==> src/rtl/seg7_scan_ctrl.sv <==
// Time-multiplexed seven-segment scan controller: DIGITS common-anode digits, hex font, dp, blanking, 16-level PWM, dead time.
// Latency: all outputs registered, one cycle behind the scan counters; inputs captured once per frame at digit 0 / slot 0.
// Backpressure: none; free-running scan, input changes mid-frame are held off until the next frame capture.
// Optional feature: define SEG7_LZS_EN for leading-zero suppression.
module seg7_scan_ctrl #(
    parameter int DIGITS    = 4,
    parameter int SLOT_CYC  = 125000,
    parameter int BLANK_CYC = 500
) (
    input  logic                  clk_i,
    input  logic                  rst_n_i,
    input  logic [4*DIGITS-1:0]   data_i,
    input  logic [DIGITS-1:0]     dp_i,
    input  logic [DIGITS-1:0]     blank_i,
    input  logic [3:0]            bright_i,
    output logic [6:0]            seg_o,
    output logic                  dp_o,
    output logic [DIGITS-1:0]     an_o,
    output logic                  frame_o
);

    localparam int SLOT_W = (SLOT_CYC > 1) ? $clog2(SLOT_CYC) : 1;
    localparam int DIG_W  = (DIGITS > 1) ? $clog2(DIGITS) : 1;
    localparam logic [SLOT_W-1:0] SLOT_LAST = SLOT_W'(SLOT_CYC - 1);
    localparam logic [SLOT_W-1:0] ACT_START = SLOT_W'(BLANK_CYC);
    localparam logic [DIG_W-1:0]  DIG_LAST  = DIG_W'(DIGITS - 1);

    logic [SLOT_W-1:0]   slot_cnt;
    logic [DIG_W-1:0]    dig_idx;
    logic [3:0]          pwm_cnt;

    logic [4*DIGITS-1:0] sh_data;
    logic [DIGITS-1:0]   sh_dp;
    logic [DIGITS-1:0]   sh_blank;
    logic [3:0]          sh_bright;

    logic                capture;
    logic [4*DIGITS-1:0] cur_data;
    logic [DIGITS-1:0]   cur_dp;
    logic [DIGITS-1:0]   cur_blank;
    logic [3:0]          cur_bright;
    logic [DIGITS-1:0]   lz_mask;
    logic [DIGITS-1:0]   seg_dark;
    logic [DIGITS-1:0]   an_dark;

    logic [3:0]          sel_nib;
    logic                sel_dp;
    logic                sel_seg_dark;
    logic                sel_an_dark;
    logic [DIGITS-1:0]   an_nxt;

    function automatic logic [6:0] hex_font(input logic [3:0] nib);
        logic [6:0] f;
        case (nib)
            4'h0: f = 7'h40;
            4'h1: f = 7'h79;
            4'h2: f = 7'h24;
            4'h3: f = 7'h30;
            4'h4: f = 7'h19;
            4'h5: f = 7'h12;
            4'h6: f = 7'h02;
            4'h7: f = 7'h78;
            4'h8: f = 7'h00;
            4'h9: f = 7'h10;
            4'hA: f = 7'h08;
            4'hB: f = 7'h03;
            4'hC: f = 7'h46;
            4'hD: f = 7'h21;
            4'hE: f = 7'h06;
            default: f = 7'h0E;
        endcase
        return f;
    endfunction

    // On the capture cycle the live inputs are used so the first slot of a frame already shows the new values.
    assign capture    = (dig_idx == '0) && (slot_cnt == '0);
    assign cur_data   = capture ? data_i   : sh_data;
    assign cur_dp     = capture ? dp_i     : sh_dp;
    assign cur_blank  = capture ? blank_i  : sh_blank;
    assign cur_bright = capture ? bright_i : sh_bright;

`ifdef SEG7_LZS_EN
    // A digit is suppressed when it and every digit above it hold zero; digit 0 always shows.
    always_comb begin
        logic upper_zero;
        lz_mask    = '0;
        upper_zero = 1'b1;
        for (int i = DIGITS - 1; i >= 1; i--) begin
            upper_zero = upper_zero & (cur_data[4*i +: 4] == 4'h0);
            lz_mask[i] = upper_zero;
        end
    end
`else
    assign lz_mask = '0;
`endif

    // Suppressed digits keep their anode only when a decimal point must still be shown.
    assign seg_dark = cur_blank | lz_mask;
    assign an_dark  = cur_blank | (lz_mask & ~cur_dp);

    // Pick the attributes of the digit currently being scanned.
    always_comb begin
        sel_nib      = 4'h0;
        sel_dp       = 1'b0;
        sel_seg_dark = 1'b1;
        sel_an_dark  = 1'b1;
        for (int i = 0; i < DIGITS; i++) begin
            if (dig_idx == DIG_W'(i)) begin
                sel_nib      = cur_data[4*i +: 4];
                sel_dp       = cur_dp[i];
                sel_seg_dark = seg_dark[i];
                sel_an_dark  = an_dark[i];
            end
        end
    end

    // Anode for the scanned digit goes low only in the active window while PWM is within the brightness level.
    always_comb begin
        an_nxt = '1;
        if ((slot_cnt >= ACT_START) && (pwm_cnt <= cur_bright) && !sel_an_dark) begin
            for (int i = 0; i < DIGITS; i++) begin
                if (dig_idx == DIG_W'(i)) begin
                    an_nxt[i] = 1'b0;
                end
            end
        end
    end

    // Scan counters: slot cycle, digit index, free-running PWM phase.
    always_ff @(posedge clk_i or negedge rst_n_i) begin
        if (!rst_n_i) begin
            slot_cnt <= '0;
            dig_idx  <= '0;
            pwm_cnt  <= 4'h0;
        end else begin
            pwm_cnt <= pwm_cnt + 4'h1;
            if (slot_cnt == SLOT_LAST) begin
                slot_cnt <= '0;
                dig_idx  <= (dig_idx == DIG_LAST) ? '0 : dig_idx + 1'b1;
            end else begin
                slot_cnt <= slot_cnt + 1'b1;
            end
        end
    end

    // Frame-synchronous shadow capture keeps a frame tear-free.
    always_ff @(posedge clk_i or negedge rst_n_i) begin
        if (!rst_n_i) begin
            sh_data   <= '0;
            sh_dp     <= '0;
            sh_blank  <= '0;
            sh_bright <= 4'h0;
        end else if (capture) begin
            sh_data   <= data_i;
            sh_dp     <= dp_i;
            sh_blank  <= blank_i;
            sh_bright <= bright_i;
        end
    end

    // Registered pin drivers; segments and dp only change at slot start, inside the dead time.
    always_ff @(posedge clk_i or negedge rst_n_i) begin
        if (!rst_n_i) begin
            seg_o   <= 7'h7F;
            dp_o    <= 1'b1;
            an_o    <= '1;
            frame_o <= 1'b0;
        end else begin
            an_o    <= an_nxt;
            frame_o <= capture;
            if (slot_cnt == '0) begin
                seg_o <= sel_seg_dark ? 7'h7F : hex_font(sel_nib);
                dp_o  <= (sel_dp && !sel_an_dark) ? 1'b0 : 1'b1;
            end
        end
    end

endmodule

==> config.mk <==
export PLATFORM = sky130hd
export DESIGN_NAME = seg7_scan_ctrl
export DESIGN_NICKNAME = d
export VERILOG_FILES = /design/src/rtl/seg7_scan_ctrl.sv
export SDC_FILE = /design/constraint.sdc
export NUM_CORES = 1
export LEC_CHECK = 0
export CORE_ASPECT_RATIO = 0.8
export CORE_MARGIN = 8
export CORE_UTILIZATION = 45
export CTS_BUF_LIST = sky130_fd_sc_hd__clkbuf_16
export DETAILED_ROUTE_END_ITERATION = 8
export PLACE_DENSITY = 0.67
export SLEW_MARGIN = 30
export SYNTH_ARGS = -nofsm -noshare
export SYNTH_HDL_FRONTEND = slang
export SYNTH_SLANG_ARGS = --single-unit
==> constraint.sdc <==
create_clock -name clk_i -period 3.5 [get_ports clk_i]
set_clock_uncertainty 0.05 [all_clocks]
set_input_delay 0.7 -clock clk_i [delete_from_list [all_inputs] [get_ports clk_i]]
set_output_delay 0.7 -clock clk_i [all_outputs]
set_load 0.01 [all_outputs]
======== Word level (Yosys, flattened, before mapping) ========
Memories as Yosys holds them, arrays and structs flattened.
Index checks and enable logic that the tools add are counted.
cells by class
  $mul .................................... 0
  equal/unequal tests ..................... 4
  muxes and demuxes ....................... 25
  bitwise gates (word level) .............. 0
  reduce and logical (&&, ||, !) cells .... 7
  add/sub/neg operators ................... 3
  shifts and indexed selects .............. 0
  $lt $le $gt $ge ......................... 2
  div/mod/pow operators ................... 0
operators with widths
  cell                     count
  $mux W4                  8
  $add A17 B1 Y17 const B  1
  $eq A17 B17 Y1 const B   1
  $ge A17 B9 Y1 const B    1
  $logic_not A17 Y1        1
  $mux W17                 1
  $mux W16                 1
  $mux W1                  13
  $mux W7                  1
  $add A4 B1 Y4 const B    1
  $eq A2 B2 Y1 const B     2
  $le A4 B4 Y1             1
  $logic_and A1 B1 Y1      4
  $add A2 B1 Y2 const B    1
  $eq A2 B1 Y1 const B     1
  $logic_not A2 Y1         1
  $mux W2                  1
  $logic_not A1 Y1         1
storage, ports and cells
  bits in writable memories ............... 0
  memories kept ........................... 1
  output and inout port bits .............. 13
  register bits after elaboration ......... 64
  bits in latches ......................... 0
  word-level logic and storage cells ...... 53
  ROM bits ................................ 112
memory list
  memory            depth  bits a word  rd ports  clocked after Yosys merged registers in  write ports  line  source
  (name not given)  16     7            1         0                                        0            54    case (nib)

======== Logic depth before layout (Yosys ltp) ========
Gate-level depths: netlist (run 1).
  depth in word-level cells ............... 10
  gate-level depth with buffers ........... 19
  gate-level depth less buffers ........... 16

======== Worst setup path before layout (run 1) ========
No wires, ideal clock.
  kind .................................... register -> register
  start point ............................. register slot_cnt[0]
  end point ............................... register seg_o[0]
  library setup time ...................... 89 ps
  stages on the path, launching flop included .. 15
  path buffers ............................ 1
  path slack .............................. 359 ps
  data arrival time ....................... 3003 ps
  cell sequence ........................... dfrtp_1 -> inv_1 -> ha_1 -> nor3b_4 -> and3_1 -> buf_4 -> nand3_4 -> mux2_4 -> a221oi_2 -> nor2_1 -> ha_1 -> a2111oi_0 -> nand4_1 -> mux2i_1 -> a21oi_1
between the ends
  elaborated cells on any way between the ends .. 14
RTL lines
  element                 line  source
  start, declared         28    logic [SLOT_W-1:0] slot_cnt;
  start signal, assigned  141   slot_cnt <= slot_cnt + 1'b1;
  $logic_not A17 Y1       76    assign capture = (dig_idx == '0) && (slot_cnt == '0);
  $logic_and A1 B1 Y1     76
  $mux W16                -
  named net cur_data[4]   38    logic [4*DIGITS-1:0] cur_data;
  $mux W4 (3 in series)   108   if (dig_idx == DIG_W'(i)) begin
  $mem_v2 Z16 W7          -
  $mux W7                 172   seg_o <= sel_seg_dark ? 7'h7F : hex_font(sel_nib);
  end signal, assigned    172
  end, declared           16    output logic [6:0] seg_o,
The timed path passes the listed nets, and every way through them passes these cells.
A chain may end at the register's enable or synchronous reset.

======== Final worst setup path (run 1) ========
  start point ............................. register slot_cnt[3]
  end point ............................... register seg_o[0]
The elaborated chain is that of the path after synthesis.

==> impl_metrics.toml, run 1 <==
[finish]
nFillCells = 657
fin_cells = 520
layout_commonest_cell = "nand2_1"
multiInputGateArea_um2 = 1770
drive_above_1_share = 0.188
syn_to_final_growth_pct = 26.4
final_nets = 456
seq_area_um2 = 1620
fin_util = 0.592
stdcell_area_um2 = 4440
diodes = 0
mostFrequentLayoutCells = "nand2_1 (57), dfrtp_1 (52), clkdlybuf4s50_1 (41)"

[timing]
finalSetupViolCount = 0
final.setup.tns_ns = 0
report.final.slew_viol_count = 0
period_needed_ns = 3.24
slew_headroom = 0.582
hold_viol_final = 0
tightest_slew_ns = 0.624
clock.fmax_mhz = 309
period_share = 0.925
grt_setup_unrepaired = "no"

[synthesis]
ys_types = 60
syn-num-nets = 397
ys.flop_type = "dfrtp_1"
ys_seq_area_frac = 0.461
synth_xor_area_frac = 0.0424
synth.avg_cell_area_um2 = 10.0
synth_fa_ha_area_frac = 0.0571
synth_mux_area_frac = 0.0603
synth_compound_area_frac = 0.103
synthSimpleGateAreaFrac = 0.235
synth_edf_count = 0
synth-seq-cells = 64
syn-instance-count = 351
netlist_area_um2 = 3510
ys_async_sr_fraction = 1.00
yosysWarnings = 0
synth_top_family_by_area = "simple AND/OR/NAND/NOR gates"

[route]
met1_length_um = 4260
vias = 2678
topRoutingLayerUsed = "met4"
wirelength_um = 8320
drt_iter0_markers = 175
ant_nets = 0
dr.pass1.iters = 4
wl_met3_um = 369
wire_per_inst_um = 16.0
route.detailed.drc = 0
wl_met2_um = 3590
viasPerCell = 5.15

[power_and_ir_drop]
power_frac_seq = 0.446
intPower_w = 0.00132
p_switching_w = 0.000423
peakVddDrop_v = 0.000207
p_comb_frac = 0.083
pwr-share-clk = 0.471
power_density_nw_per_um2 = 393
p_leak_nw = 1.97
switching_share = 0.242

[placement]
numPortBuffers = 42
place.gp.congestion = 0.858
dpl_cell_area_um2 = 4120
dp_hpwl_um = 5930
dp.cells = 501

[die]
core-area_um2 = 7500
die_w_um = 115
die_h_um = 95.0
die-area_um2 = 10900
ios = 43
initial_core_util = 0.468
num_rows = 28

[setup_path]
required_ns = 3.69
rrSetupSlack_ns = 0.26
critPathLaunchType = "flip-flop"
worst-path-buf-inv = 0
crit_arrival_ns = 3.43
end_kind = "flip-flop"
crit_type = "flip-flop to flip-flop"
timing.rr.start = "slot_cnt[3]"
reg2reg_depth = 11
critical_path_depth = 11
slowest_delay_ns = 0.45
worst-path-max-fanout = 6
r2r-end = "seg_o[0]"
critPathTopFamily = "simple AND/OR/NAND/NOR gates"
path_cells = "nor4_4 > and3_1 > nand3_4 > mux2_4 > a221oi_2 > nor2_1 > ha_1 > a2111oi_4 > nand4_1 > mux2i_1 > a21oi_1"
crit_slowest_cell = "dfrtp_1"

[global_routing]
grt_pass1_vias = 2708
grt_max_degree = 65
antenna_found_initial = 0
track_usage = 0.162
grt_pass1_wl_um = 13700
grt-ovfl-total = 0

[clock_network]
hold_buffers = 0
clk_pin_slew_ns = 0.06
numCtsBuffers = 9
root_buffer = "clkbuf_16"
cts_buffer_depth = 2
cts_sinks = 64
cts_tree = "yes"
clk-insertion-delay-late_ns = 0.33
htree_num_levels = 3

[outcome]
run_status = "complete, no violations"

[worst_hold_path]
hold_path_class = "input port to asynchronous set/reset pin"

[flow_run]
maxCapViolations = 0
state kept, by name, indices dropped and copies added (netlist names):
register / count
pwm_cnt: 4
sh_data: 16
sh_bright: 4
frame_o: 1
dp_o: 1
sh_blank: 4
sh_dp: 4
dig_idx: 2
slot_cnt: 17
seg_o: 7
an_o: 4
kinds of logic (layout without fill, tap and decap cells):
logic type / count (synthesis) / after routing
xor gates and xnor gates: 17 / 17
AOI/OAI and AO/OA: 50 / 50
adders and majority gates: 16 / 16
buffers and inverters: 33 / 97
DFF: 64 / 64
muxes: 18 / 18
and+or+nand+nor: 153 / 153
metal layers:
layer,GRT usage,up-vias
li1,-,1326
met1,0.226,1282
met2,0.236,61
met3,0.0440,9
met4,0.0556,0
met5,0,-
per-stage QoR:
stage | hold slack, ns | total power, W | setup slack (ns)
final | 0.328 | 0.00175 | 0.263
after global routing | 0.352 | 0.00181 | 0.0783
after CTS | 0.342 | 0.00176 | 0.00986
after detailed placement | 0.405 | 0.000934 | -0.0627
after global placement | 0.394 | 0.000932 | 0.137
after floorplan | 0.354 | 0.000851 | 0.359
worst max path at each step:
stage | start | endpoint | slack (ns)
floorplan | slot_cnt[0] | seg_o[0] | 0.36
global placement | slot_cnt[3] | seg_o[0] | 0.14
detailed placement | slot_cnt[0] | seg_o[0] | -0.06
CTS | slot_cnt[0] | seg_o[0] | 0.01
global route | slot_cnt[0] | seg_o[0] | 0.08
finish | slot_cnt[3] | seg_o[0] | 0.26
power groups by stage:
| stage | logic, W | registers (W) | clock network [W] |
|---|---|---|---|
| floorplan | 0.0000582 | 0.000793 | 0 |
| global placement | 0.000141 | 0.000790 | 0 |
| detailed placement | 0.000143 | 0.000791 | 0 |
| CTS | 0.000145 | 0.000779 | 0.000834 |
| global route | 0.000160 | 0.000781 | 0.000870 |
| finish | 0.000145 | 0.000779 | 0.000821 |
synthesized netlist by cell type (4+ instances only):
cell / count / area, µm²
dfstp_2: 12 / 315
mux2i_1: 5 / 50.1
and2_1: 7 / 43.8
a31oi_1: 4 / 25.0
buf_4: 4 / 30.0
inv_1: 19 / 71.3
o21ai_0: 9 / 45.0
nand4_1: 5 / 31.3
xor2_1: 8 / 70.1
clkbuf_1: 5 / 18.8
nor2_1: 28 / 105
xnor2_1: 9 / 78.8
nand3_1: 15 / 75.1
ha_1: 16 / 200
a21oi_1: 14 / 70.1
nor2b_1: 5 / 31.3
buf_2: 5 / 25.0
mux2_2: 9 / 101
dfrtp_1: 52 / 1300
nand2_1: 57 / 214
and3_1: 6 / 37.5
nor3_1: 6 / 30.0
cell type report:
type | instances | area share
repair buffers | 62 | 0.130
flip-flops and latches | 64 | 0.364
clock buffers | 9 | 0.0508
inverters | 19 | 0.0161
multi-input cells | 254 | 0.398
well taps | 105 | 0.0296
clock inverters | 7 | 0.0107
timing repair:
action                     CTS  global route
buffers inserted             0             3
setup endpoints to repair    2             2
pin swaps                    0             0
cloned                       0             0
gates resized for setup      1             2
No activity file was read; power rests on OpenSTA's default activity.
==> run 2, diff against run 1 <==
CORE_UTILIZATION = 50   (was 45)
PLACE_DENSITY = 0.73   (was 0.67)
==> impl_metrics.toml, run 2 (synthesized netlist as in run 1, its figures left out) <==
[placement]
numPortBuffers = 42
pre_cts_ws_ns = 0.0491
dpl_cell_area_um2 = 4060
dp_hpwl_um = 6140
place.gp.congestion = 0.910

[finish]
diodes = 0
final_nets = 450
mostFrequentLayoutCells = "nand2_1 (57), dfrtp_1 (52), clkdlybuf4s50_1 (41)"
reg_top3 = "slot_cnt x17, sh_data x16, seg_o x7"
stdcell_area_um2 = 4360
largest_register_ff_count = 17
layout_commonest_cell = "nand2_1"
regMostFlops = "slot_cnt"
syn_to_final_growth_pct = 24.3
drive_above_1_share = 0.178

[power_and_ir_drop]
peakVddDrop_v = 0.000278
switching_share = 0.236
pwr-share-clk = 0.462
intPower_w = 0.00132
p_comb_frac = 0.085
p_leak_nw = 1.95
power_frac_seq = 0.453
power_density_nw_per_um2 = 395
p_switching_w = 0.000406
totalPowerFinal_w = 0.00172

[setup_path]
rrSetupSlack_ns = 0.23
crit_type = "flip-flop to flip-flop"
timing.rr.start = "slot_cnt[0]"
crit_slowest_cell = "dfrtp_1"
critPathLaunchType = "flip-flop"
path_cells = "inv_1 > ha_1 > nor3b_4 > and3_1 > nand3_4 > buf_6 > mux2i_1 > o221ai_1 > o21a_1 > ha_1 > a2111oi_4 > nand4_1 > mux2i_1 > a21oi_1"
slowest_delay_ns = 0.42
r2r-end = "seg_o[0]"
end_kind = "flip-flop"
worst-path-max-fanout = 20
crit_arrival_ns = 3.46
cp-startpoint = "slot_cnt[0]"
required_ns = 3.69
reg2reg_depth = 14
crit_path_end = "seg_o[0]"

[die]
ios = 43
core-area_um2 = 6820
die_h_um = 90.9
die-area_um2 = 9970
die_w_um = 110
initial_core_util = 0.514
num_rows = 27

[route]
route.detailed.drc = 0
wirelength_um = 8490
vias = 2765
wire_per_inst_um = 17.1
drt_iter0_markers = 147
viasPerCell = 5.57
ant_nets = 0
dr.pass1.iters = 5

[timing]
tightest_slew_ns = 0.596
final.setup.tns_ns = 0
hold_ws_ns = 0.287
period_needed_ns = 3.27
slew_headroom = 0.601
finalSetupViolCount = 0
worst_slack_ns = 0.228
period_share = 0.935
hold_viol_final = 0
report.final.slew_viol_count = 0
clock.fmax_mhz = 306

[worst_hold_path]
hold_path_class = "input port to asynchronous set/reset pin"

[clock_network]
cts_buffer_depth = 2
hold_buffers = 0
clk_pin_slew_ns = 0.05
cts_tree = "yes"
numCtsBuffers = 9
cts_sinks = 64
post-cts-setup-buffers = 0
root_buffer = "clkbuf_16"
clk-insertion-delay-late_ns = 0.33
htree_num_levels = 3

[global_routing]
grt_pass1_vias = 2875
grt_pass1_wl_um = 14300
antenna_found_initial = 0
grt-ovfl-total = 0
grt_max_degree = 39
track_usage = 0.182

[outcome]
run_status = "complete, no violations"

[flow_run]
maxCapViolations = 0
run 2: worst min-delay path by stage:
| stage | startpoint | end | depth (start not counted) |
|---|---|---|---|
| 6_report | rst_n_i | slot_cnt[2] | 1 |
| 5_1_grt | rst_n_i | sh_data[3] | 1 |
| 4_1_cts | sh_bright[2] | sh_bright[2] | 2 |
| 3_5_place_dp | sh_dp[3] | sh_dp[3] | 2 |
| 3_3_place_gp | sh_blank[2] | sh_blank[2] | 2 |
| 2_1_floorplan | rst_n_i | dig_idx[0] | 0 |
run 2: area by class of cell:
cell class	count	area, µm²
fill	530	2460
multi-input combinational	254	1770
sequential	64	1620
timing repair buffer	56	527
clock buffer	9	225
tap	87	109
inverter	19	71.3
clock inverter	7	41.3
run 2: per-stage QoR:
step	util	cells
after floorplan	-	351
after global placement	0.596	480
after detailed placement	0.596	480
after CTS	0.635	496
after global routing	0.639	496
final	0.639	496
run 2: timing repair:
action | CTS | global route
gates resized for setup | 1 | 3
endpoints found under the setup margin | 2 | 2
cloned | 0 | 0
run 2: worst max-delay path, delay by kind of cell (launching register included):
| kind | cells | cell delay [ns] |
|---|---|---|
| compound gates | 4 | 0.80 |
| fa+ha+maj | 2 | 0.49 |
| buf+inv | 2 | 0.29 |
| flops | 1 | 0.42 |
| mux | 2 | 0.44 |
| simple gates | 4 | 0.67 |
run 2: metal layers:
layer / vias up / wire length (µm) / GRT usage
met5: - / 0 / 0
met4: 0 / 142 / 0.0606
met3: 13 / 566 / 0.0613
met2: 79 / 3900 / 0.274
met1: 1357 / 3880 / 0.239
li1: 1316 / - / -
run 2: power groups by stage:
stage | clock network (W) | logic, W | registers (W)
2_1_floorplan | 0 | 0.0000582 | 0.000793
3_3_place_gp | 0 | 0.000140 | 0.000791
3_5_place_dp | 0 | 0.000143 | 0.000791
4_1_cts | 0.000808 | 0.000145 | 0.000780
5_1_grt | 0.000849 | 0.000161 | 0.000782
6_report | 0.000797 | 0.000147 | 0.000780
==> run 3, diff against run 2 <==
RECOVER_POWER = 100   (was default)
==> impl_metrics.toml, run 3 (synthesized netlist as in run 1, its figures left out) <==
[setup_path]
timing.rr.start = "slot_cnt[0]"
required_ns = 3.69
worst-path-max-fanout = 20
r2r-end = "seg_o[0]"
critPathTopFamily = "compound AO/OA/AOI/OAI gates"
slowest_delay_ns = 0.42
worst-path-buf-inv = 2
crit_type = "flip-flop to flip-flop"
crit_slowest_cell = "dfrtp_1"
rrSetupSlack_ns = 0.22
end_kind = "flip-flop"
critPathLaunchType = "flip-flop"
crit_arrival_ns = 3.47
path_cells = "inv_1 > ha_1 > nor3b_4 > and3_1 > nand3_4 > buf_6 > mux2i_1 > o221ai_1 > o21a_1 > ha_1 > a2111oi_4 > nand4_1 > mux2i_1 > a21oi_1"
reg2reg_depth = 14

[placement]
pre_cts_ws_ns = 0.0491
dpl_cell_area_um2 = 4060
numPortBuffers = 42
place.gp.congestion = 0.910
dp_hpwl_um = 6140

[clock_network]
post-cts-setup-buffers = 0
cts_buffer_depth = 2
cts_tree = "yes"
clk_pin_slew_ns = 0.06
cts_sinks = 64
root_buffer = "clkbuf_16"
clk-insertion-delay-late_ns = 0.33
numCtsBuffers = 9
htree_num_levels = 3
hold_buffers = 0

[global_routing]
grt-ovfl-total = 0
antenna_found_initial = 0
track_usage = 0.182
grt_pass1_wl_um = 14300
grt_pass1_vias = 2875
grt_max_degree = 39

[route]
viasPerCell = 5.58
wirelength_um = 8500
ant_nets = 0
wire_per_inst_um = 17.1
route.detailed.drc = 0
dr.pass1.iters = 5
vias = 2766
drt_iter0_markers = 144

[die]
ios = 43
die_w_um = 110
die-area_um2 = 9970
core-area_um2 = 6820
die_h_um = 90.9
num_rows = 27
initial_core_util = 0.514

[worst_hold_path]
worstHoldStart = "sh_bright[1]"
holdPathStages = 2
hold_path_class = "flip-flop to flip-flop"
hold_end = "sh_bright[1]"

[finish]
diodes = 0
final_nets = 450
drive_above_1_share = 0.156
syn_to_final_growth_pct = 23.5
regMostFlops = "slot_cnt"
largest_register_ff_count = 17
nFillCells = 537
stdcell_area_um2 = 4330
layout_commonest_cell = "nand2_1"
reg_top3 = "slot_cnt x17, sh_data x16, seg_o x7"
mostFrequentLayoutCells = "nand2_1 (57), dfrtp_1 (52), nor2_1 (28), clkdlybuf4s50_1 (28), inv_1 (20)"

[power_and_ir_drop]
p_leak_nw = 1.91
p_comb_frac = 0.082
peakVddDrop_v = 0.000284
switching_share = 0.236
power_density_nw_per_um2 = 396
p_switching_w = 0.000404
pwr-share-clk = 0.463
power_frac_seq = 0.454
intPower_w = 0.00131

[timing]
clock.fmax_mhz = 305
finalSetupViolCount = 0
period_needed_ns = 3.28
hold_viol_final = 0
slew_headroom = -0.403
tightest_slew_ns = 2.11
report.final.slew_viol_count = 39
period_share = 0.936
worst_slack_ns = 0.223

[outcome]
run_status = "finished with violations"
failed_checks = "max-capacitance violations, max-slew violations"

[flow_run]
maxCapViolations = 1
[run 3: final cells by class]
class | instances | area [µm²] | area share
sequential | 64 | 1620 | 0.373
multi-input combinational | 254 | 1760 | 0.406
timing repair buffer | 56 | 509 | 0.118
tap | 87 | 109 | 0.0251
clock inverter | 7 | 41.3 | 0.00953
inverter | 19 | 71.3 | 0.0165
clock buffer | 9 | 225 | 0.0520
[run 3: worst min-delay path: cells and delay by family (launching register included)]
family | cells | cell delay, ns
flops | 1 | 0.32
simple gates | 2 | 0.12
[run 3: how the worst max path moves through the flow]
stage                      startpoint  endpoint  slack (ns)  depth (start not counted)
final                     slot_cnt[0]  seg_o[0]        0.22                         14
after global placement    slot_cnt[0]  seg_o[3]        0.20                         14
after floorplan           slot_cnt[0]  seg_o[0]        0.36                         14
after CTS                 slot_cnt[0]  seg_o[3]      0.0009                         14
after detailed placement  slot_cnt[0]  seg_o[0]        0.05                         14
after global routing      slot_cnt[0]  seg_o[0]      -0.009                         14
[run 3: what timing repair did]
action                     in CTS  in global routing
setup endpoints to repair       2                  2
resized for setup               1                  3
pin swaps                       0                  0
[run 3: layer usage]
| layer | part of all wire | track usage |
|---|---|---|
| met1 | 0.45 | 0.239 |
| met2 | 0.46 | 0.274 |
| met3 | 0.068 | 0.0613 |
| met4 | 0.016 | 0.0606 |
| met5 | 0 | 0 |
[run 3: power groups by stage]
stage | Sequential [W] | Clock, W | Combinational (W)
floorplan | 0.000793 | 0 | 0.0000582
global placement | 0.000791 | 0 | 0.000140
detailed placement | 0.000791 | 0 | 0.000143
CTS | 0.000780 | 0.000808 | 0.000145
global route | 0.000782 | 0.000849 | 0.000156
finish | 0.000779 | 0.000795 | 0.000142
[run 3: stage by stage]
step / utilization / std cells / setup TNS (ns) / hold WS (ns) / power (W)
6_report: 0.635 / 496 / 0 / 0.419 / 0.00172
2_1_floorplan: - / 351 / 0 / 0.354 / 0.000851
4_1_cts: 0.635 / 496 / 0 / 0.424 / 0.00173
3_5_place_dp: 0.596 / 480 / 0 / 0.405 / 0.000934
5_1_grt: 0.635 / 496 / -0.00876 / 0.438 / 0.00179
3_3_place_gp: 0.596 / 480 / 0 / 0.395 / 0.000931
